### config.mk
export PLATFORM = sky130hd
export DESIGN_NAME = usb_out_receiver
export DESIGN_NICKNAME = d
export VERILOG_FILES = /design/src/rtl/usb_pkg.sv /design/src/rtl/usb_out_buf.sv /design/src/rtl/usb_out_receiver.sv
export SDC_FILE = /design/constraint.sdc
export NUM_CORES = 1
export LEC_CHECK = 0
export BUFFER_PORTS_ARGS = -buffer_cell sky130_fd_sc_hd__buf_2
export CORE_UTILIZATION = 50
export DETAILED_ROUTE_END_ITERATION = 7
export PLACE_DENSITY = 0.73
export SETUP_SLACK_MARGIN = 0.4
export SYNTH_ARGS = -nofsm -noshare
export SYNTH_HDL_FRONTEND = slang
export SYNTH_SLANG_ARGS = --single-unit
### constraint.sdc
create_clock -name clk48_i -period 7 [get_ports clk48_i]
set_input_delay 1.4 -clock clk48_i [delete_from_list [all_inputs] [get_ports clk48_i]]
set_output_delay 1.4 -clock clk48_i [all_outputs]
set_load 0.01 [all_outputs]
### src/rtl/usb_pkg.sv
// Shared USB definitions: token/direction encodings, field widths and the OUT receiver states.
package usb_pkg;

  localparam int unsigned EpW  = 4;
  localparam int unsigned CntW = 8;

  localparam logic DirOut = 1'b0;
  localparam logic DirIn  = 1'b1;

  localparam logic [3:0] PidOut   = 4'b0001;
  localparam logic [3:0] PidIn    = 4'b1001;
  localparam logic [3:0] PidSetup = 4'b1101;

  typedef enum logic [1:0] {
    StIdle,
    StRecv,
    StSkip
  } rx_state_e;

  function automatic logic [CntW-1:0] sat_inc(input logic [CntW-1:0] v);
    return (&v) ? v : v + CntW'(1);
  endfunction

endpackage

### src/rtl/usb_out_buf.sv
// Byte RAM for the OUT receiver: one write port, one read port with registered read data.
module usb_out_buf #(
  parameter int unsigned Depth = 32,
  parameter int unsigned Aw    = $clog2(Depth)
) (
  input  logic          clk_i,
  input  logic          rst_ni,
  input  logic          clr_i,
  input  logic          we_i,
  input  logic [Aw-1:0] waddr_i,
  input  logic [7:0]    wdata_i,
  input  logic [Aw-1:0] raddr_i,
  output logic [7:0]    rdata_o
);

  logic [7:0] mem_q [Depth];
  logic [7:0] rdata_q;

  always_ff @(posedge clk_i) begin
    if (we_i) begin
      mem_q[waddr_i] <= wdata_i;
    end
  end

  always_ff @(posedge clk_i) begin
    if (!rst_ni || clr_i) begin
      rdata_q <= '0;
    end else begin
      rdata_q <= mem_q[raddr_i];
    end
  end

  assign rdata_o = rdata_q;

endmodule

### src/rtl/usb_out_receiver.sv
// OUT-endpoint sink: stages each packet speculatively, commits on success, rolls back on failure,
// and presents committed bytes to a show-ahead consumer.
module usb_out_receiver
  import usb_pkg::*;
#(
  parameter int unsigned EP      = 1,
  parameter int unsigned DEPTH   = 32,
  parameter int unsigned MAX_PKT = 8
) (
  input  logic            clk48_i,
  input  logic            rst_ni,
  input  logic            usb_rst_i,
  input  logic            transaction_active_i,
  input  logic [EpW-1:0]  endpoint_i,
  input  logic            direction_in_i,
  input  logic            setup_i,
  input  logic            data_strobe_i,
  input  logic [7:0]      din_i,
  input  logic            success_i,
  output logic            out_ready_o,
  output logic [7:0]      dout_o,
  output logic            dout_v_o,
  input  logic            dout_rdy_i,
  output logic [CntW-1:0] drop_cnt_o
);

  localparam int unsigned Aw = $clog2(DEPTH);
  localparam int unsigned Pw = Aw + 1;
  localparam logic [Pw-1:0] DepthP  = Pw'(DEPTH);
  localparam logic [Pw-1:0] MaxPktP = Pw'(MAX_PKT);
  localparam logic [Pw-1:0] OneP    = Pw'(1);

  rx_state_e       state_q;
  logic            active_q, ovf_q, out_ready_q, dout_v_q;
  logic [Pw-1:0]   wr_ptr_q, wr_tmp_q, rd_ptr_q;
  logic [CntW-1:0] drop_cnt_q;

  logic            start, stop, pop, room, we, commit;
  logic [Pw-1:0]   wr_ptr_d, rd_ptr_d, used, free;

  always_comb begin
    start    = transaction_active_i & ~active_q;
    stop     = ~transaction_active_i & active_q;
    pop      = dout_v_q & dout_rdy_i;
    room     = (wr_tmp_q - wr_ptr_q) != MaxPktP;
    we       = (state_q == StRecv) & data_strobe_i & room;
    commit   = (state_q == StRecv) & stop & success_i & ~ovf_q;
    wr_ptr_d = commit ? wr_tmp_q : wr_ptr_q;
    rd_ptr_d = pop ? rd_ptr_q + OneP : rd_ptr_q;
    used     = wr_ptr_q - rd_ptr_q;
    free     = DepthP - used;
  end

  always_ff @(posedge clk48_i) begin
    if (!rst_ni || usb_rst_i) begin
      state_q     <= StIdle;
      wr_ptr_q    <= '0;
      wr_tmp_q    <= '0;
      rd_ptr_q    <= '0;
      ovf_q       <= 1'b0;
      out_ready_q <= 1'b1;
      dout_v_q    <= 1'b0;
      // A bus reset keeps tracking the line so a still-high strobe is not seen as a new start
      active_q    <= rst_ni ? transaction_active_i : 1'b0;
      if (!rst_ni) begin
        drop_cnt_q <= '0;
      end
    end else begin
      active_q    <= transaction_active_i;
      wr_ptr_q    <= wr_ptr_d;
      rd_ptr_q    <= rd_ptr_d;
      out_ready_q <= free >= MaxPktP;
      dout_v_q    <= rd_ptr_d != wr_ptr_d;
      if (we) begin
        wr_tmp_q <= wr_tmp_q + OneP;
      end
      unique case (state_q)
        StIdle: begin
          if (start) begin
            if (endpoint_i == EpW'(EP) && direction_in_i == DirOut && !setup_i && out_ready_q) begin
              state_q  <= StRecv;
              wr_tmp_q <= wr_ptr_q;
              ovf_q    <= 1'b0;
            end else begin
              state_q <= StSkip;
            end
          end
        end
        StRecv: begin
          if (data_strobe_i && !room) begin
            ovf_q <= 1'b1;
          end
          if (stop) begin
            state_q <= StIdle;
            if (!commit) begin
              wr_tmp_q   <= wr_ptr_q;
              drop_cnt_q <= sat_inc(drop_cnt_q);
            end
          end
        end
        StSkip: begin
          if (stop) begin
            state_q <= StIdle;
          end
        end
        default: state_q <= StIdle;
      endcase
    end
  end

  usb_out_buf #(
    .Depth (DEPTH),
    .Aw    (Aw)
  ) u_buf (
    .clk_i   (clk48_i),
    .rst_ni  (rst_ni),
    .clr_i   (usb_rst_i),
    .we_i    (we),
    .waddr_i (wr_tmp_q[Aw-1:0]),
    .wdata_i (din_i),
    .raddr_i (rd_ptr_d[Aw-1:0]),
    .rdata_o (dout_o)
  );

  assign out_ready_o = out_ready_q;
  assign dout_v_o    = dout_v_q;
  assign drop_cnt_o  = drop_cnt_q;

endmodule

; ---- Word level (Yosys, flattened, before mapping)
; Memories as Yosys holds them, arrays and structs flattened. A register that Yosys moved wholly into a read port is not among the register bits.
; Index checks and enable logic that the tools add are counted.
; Widths: inputs -> output; s select.
[op_classes]
magnitude_cmp = 1
n_reduce_logical = 17
muxes = 26
n_shift = 0
n_bitwise = 12
n_div = 0
addsub = 6
eq_ne = 12
multipliers = 0
[op_table]
columns = cell, count
row1 = $mux 8, 6
row2 = $mux 6, 7
row3 = $add 6x1->6 const B, 2
row4 = $pmux 6 s2, 1
row5 = $sub 6x6->6, 2
row6 = $add 8x1->8 const B, 1
row7 = $and 1x1->1, 8
row8 = $ne 2x2->1 const B, 4
row9 = $reduce_and 8->1, 1
row10 = $mux 1, 7
row11 = $ge 6x4->1 const B, 1
row12 = $mux 2, 3
row13 = $ne 2x1->1 const B, 3
row14 = $ne 6x4->1 const B, 1
row15 = $ne 6x6->1, 1
row16 = $reduce_bool 2->1, 3
row17 = $sub 6x6->6 const A, 1
row18 = $reduce_and 5->1, 1
row19 = $eq 4x1->1 const B, 1
row20 = $logic_and 1x1->1, 4
row21 = $not 1->1, 4
row22 = $pmux 2 s2, 1
row23 = $reduce_and 4->1, 1
row24 = $logic_not 1->1, 3
row25 = other kinds (7), 7
[totals]
elab_cells = 84
latch_bits = 0
input_bits = 21
output_inout_bits = 18
memories = 1
reg_bits = 32
rom_bits = 0
ram_bits = 256
[memory_table]
columns = name, words, width, read_ports, rd_clocked_by_memory_dff, wr, line_no
row1 = u_buf.mem_q, 32, 8, 1, 1, 1, usb_out_buf.sv:16  ; logic [7:0] mem_q [Depth];

; ---- Logic depth before layout (Yosys ltp)
[logic_depth]
ltp_word = 9
depth_mapped = 11

; ---- Modules after synthesis
; From an unflattened synthesis, not the netlist that was laid out.
[unflattened]
hier_cells = 699
area_unflattened_um2 = 12289.3
[modules_own_cells]
columns = module, area_per_inst_um2, instances, cells_per_inst
row1 = usb_out_buf, 10211.0, 1, 463
row2 = usb_out_receiver, 2078.2, 1, 236

; ---- Least setup slack after synthesis
; Ideal clock, no wire load.
[synth_path]
path_type = input -> register
startpoint = input dout_rdy_i
endpoint = register u_buf.rdata_q[1], in the netlist u_buf.rdata_o[1], read port of u_buf.mem_q
arrival_ns = 3.197
cell_stages = 7
n_path_buf = 1
setup_ns = 0.134
required_time_ns = 6.866
setup_slack_ns = 3.669
cell_sequence = and2_1 -> buf_4 -> xnor2_4 -> mux4_2 -> o2111ai_1 -> o31ai_1 -> or4_1
[synth_between]
elab_chain_cells = 2
[synth_lines]
columns = item, line_no
row1 = "start, declared", usb_out_receiver.sv:23  ; input logic dout_rdy_i,
row2 = $and 1x1->1, usb_out_receiver.sv:44  ; pop = dout_v_q & dout_rdy_i;
row3 = $mux 6, usb_out_receiver.sv:49  ; rd_ptr_d = pop ? rd_ptr_q + OneP : rd_ptr_q;
row4 = "end, declared", usb_out_buf.sv:17  ; logic [7:0] rdata_q;
; No other way between the ends.
; A chain may end at the register's enable or synchronous reset.

; ---- Worst setup path in the final report
[layout_path]
startpoint = input dout_rdy_i
endpoint = register u_buf.rdata_q[4], in the netlist u_buf.rdata_o[4], read port of u_buf.mem_q
; The elaborated chain is that of the path after synthesis.

==> key figures <==
Placement
  • Port buffer count: 38
  • Dpl cell area: 13700 µm²
  • RePlAce Congestion: 0.839
  • Cells after DPL: 1384
  • DP HPWL: 21100 µm

Pwr
  • Combinational Power Share: 1.6%
  • Clock Power Share: 44.9%
  • Max rail drop VDD: 0.223 mV
  • Int Pwr: 2.90 mW
  • Power per standard cell area: 245 nW/µm²
  • Leakage: 4.83 nW
  • Switching fraction of total power: 19.6%
  • Register share of total power: 53.4%
  • Net switching power figure: 0.708 mW

Critical path
  • Worst Path Required: 7.43 ns
  • Max stage delay on crit path: 0.70 ns
  • Crit path capture type: flip-flop
  • Reg2Reg Depth: 7
  • Critical path's top delay family: simple AND/OR/NAND/NOR gates
  • Crit path arrival time: 4.54 ns
  • Kind of start point of the critical path: input port
  • Worst Path Class, Setup: in -> reg
  • Critical R2R Capture: u_buf.rdata_o[4]
  • CP max FO: 42
  • Setup slack, reg-to-reg: 3.20 ns
  • Reg-to-Reg Start: dout_v_o
  • CP Cell Sequence: buf_2 -> a21bo_2 -> nand2_2 -> buf_4 -> mux2i_1 -> a32o_1 -> a2111oi_0 -> or4_1
  • Bufs and invs on worst path: 2
  • Slowest cell on the critical path: nand2_2

Clock network
  • Hold_buf cts: 0
  • CTS Buffer Depth: 3
  • CTS Buf Count: 30
  • Skew-Pair Late Insertion Delay: 0.56 ns
  • CTS resizes: 0
  • Setup Buffers After CTS: 0
  • Root Buffer: clkbuf_16
  • CTS tree: done
  • Reg clk slew, reported paths: 0.06 ns
  • Clock sink count: 296
  • H-tree depth: 1

Global route
  • GR peak layer: met2
  • Pin count of the biggest net entering global routing: 55
  • Grt met2 use: 41.1%
  • Met1 usage: 35.9%
  • GR Util met3: 4.15%
  • Initial antenna violation count: 2
  • GRT overflow: 0
  • Vias in the first global route: 8880
  • Overall routing resource usage: 25.7%
  • First-pass GRT wire length: 52200 µm

Die
  • Ports: 39
  • Starting Density: 51.1%
  • Vert. Die Dim: 165 µm
  • Core box area: 26100 µm²
  • Die area: 27300 µm²
  • Die width: 165 µm
  • Site Rows: 59

Detailed routing
  • Wirelength per Cell: 23.8 µm
  • Vias per Instance: 6.39
  • DRC Markers: 0
  • WL final: 34200 µm
  • 1st-pass router iterations: 5
  • DR iter-0 viols: 1303
  • Routed vias: 9201
  • ANT nets after route: 0

Synth
  • Primary FF master, synth: edfxtp_1
  • Most common cell in the synthesized netlist: edfxtp_1
  • Main combinational cell family by area after synthesis: simple AND/OR/NAND/NOR gates
  • Register bit count reported by yosys: 296
  • Synthesized cell area: 13300 µm²
  • Yosys cell types: 70
  • Synth Area in XOR/XNOR: 2.25%
  • Cells after synthesis: 1065
  • Top post-synthesis cells by area: edfxtp_1 60%, dfxtp_1 4.8%, nand2_1 3.2%
  • Sequential area share after synthesis: 64.3%
  • Compound-gate portion of the synthesized area: 11.9%
  • Post-synth EDFFs: 264
  • Mean Syn Cell Area: 12.5 µm²
  • Syn Nets: 1109
  • Post-synth top area share: 59.5%
  • Multiplexer area fraction after synthesis: 3.16%
  • Synth Area in Simple Gates: 13.5%
  • Adder-cell share of the synthesized area: 2.22%
  • Cell accounting for the most synthesized area: edfxtp_1
  • Most frequent cells after synthesis: 264 x edfxtp_1, 114 x nand2_1, 74 x nand3_1, 69 x nor2_1, 51 x a21oi_1
  • Asr flop ratio synth: 0%
  • Yosys warning count: 0

Timing
  • Final setup viols: 0
  • Post-route minimum period: 4.11 ns
  • Final period utilization: 58.7%
  • Slew HR: 16.8%
  • Clock skew: 0.0195 ns
  • Tightest Pin Transition: 1.25 ns
  • Fin. Hold Viols: 0
  • Fmax: 243 MHz
  • RSZ-0062 raised after global routing: no
  • Count of pins over their slew limit: 0
  • Setup TNS: 0 ns

Min path
  • Endpoint, Worst Hold: ovf_q
  • Startpoint of the worst hold path: ovf_q
  • HP Class: reg -> reg
  • Hold depth: 2

Final layout
  • Fin cells: 1440
  • Post-route cell area: 14700 µm²
  • N_diodes: 0
  • Layout cells sized above 1: 11.0%
  • # nets final: 1125
  • Area grow syn2layout: 10.7%

Job
  • Max_cap viols: 0

Outcome
  • Status: finished clean
==> per-stage QoR <==
stage                     setup WS (ns)  total power, mW  util (%)  hold slack [ns]
after floorplan                    3.67             1.99         -            0.418
after global placement             2.58             2.02      52.7            0.431
after detailed placement           2.39             2.03      52.7            0.440
after CTS                          2.96             3.62      56.6            0.455
after global routing               2.75             3.69      56.6            0.475
final                              2.89             3.61      56.6            0.456
==> registers in the layout, indices dropped and copies added (netlist names), 2 cells and up <==
signal and flops:
drop_cnt_o 8, rd_ptr_q 6, state_q 2, u_buf.mem_q 256, u_buf.rdata_o 8, wr_ptr_q 6, wr_tmp_q 6
==> metal layers <==
metal	vias to the layer above	routed length (µm)
met5	-	26
met4	4	990
met3	80	3070
met2	480	16100
met1	4537	14100
li1	4100	-
==> kinds of logic (layout without fill, tap and decap cells) <==
group,after synthesis,after routing
XOR/XNOR,32,32
flip-flops,296,296
adder cells (fa/ha/maj),23,23
AO/OA/AOI/OAI,230,230
multiplexers,32,32
buffers and inverters,80,120
AND/OR/NAND/NOR,372,372
==> power by group through the flow <==
stage | sequential, mW | clock [mW] | combinational (mW)
detailed placement | 1.97 | 0 | 0.0585
CTS | 1.93 | 1.63 | 0.0588
global placement | 1.97 | 0 | 0.0569
floorplan | 1.97 | 0 | 0.0171
finish | 1.93 | 1.62 | 0.0593
global route | 1.93 | 1.70 | 0.0640
==> cells in the final DEF, fill, tap and decap left out, drive strengths merged, types with 8 or more instances in the layout <==
cell,n
o22ai,15
o2111ai,9
nand2,115
clkbuf,37
xnor2,23
a211oi,16
a2111oi,8
o2bb2ai,9
a22oi,8
and3,21
a32oi,14
mux4,8
o31ai,8
edfxtp,264
nand2b,34
inv,15
nor3,15
o21a,8
dfxtp,32
mux2i,24
nand3,75
clkinv,14
a31oi,10
buf,50
o21ai,42
ha,22
a21oi,51
xor2,9
nor2,70
==> tightest hold or removal path: stages, from the launching register on <==
cell and delay, ns:
dfxtp_1 0.31, inv_1 0.05, a21oi_1 0.05
==> worst max-delay path by stage <==
stage / start / endpoint / slack (ns) / cells after the start
2_1_floorplan: dout_rdy_i / u_buf.rdata_o[1] / 3.67 / 7
3_3_place_gp: dout_rdy_i / u_buf.rdata_o[4] / 2.58 / 8
3_5_place_dp: dout_rdy_i / u_buf.rdata_o[4] / 2.39 / 8
4_1_cts: dout_rdy_i / u_buf.rdata_o[6] / 2.96 / 7
5_1_grt: dout_rdy_i / u_buf.rdata_o[4] / 2.75 / 8
6_report: dout_rdy_i / u_buf.rdata_o[4] / 2.89 / 8
==> layout make-up <==
| class | instances | area [µm²] |
|---|---|---|
| fillers | 2068 | 11300 |
| well taps | 335 | 419 |
| multi-input cells | 689 | 4400 |
| flip-flops and latches | 296 | 8570 |
| clock inverters | 19 | 208 |
| inverters | 14 | 52.6 |
| repair buffers | 50 | 280 |
| clock buffers | 37 | 807 |
No activity file was read; power rests on OpenSTA's default activity.
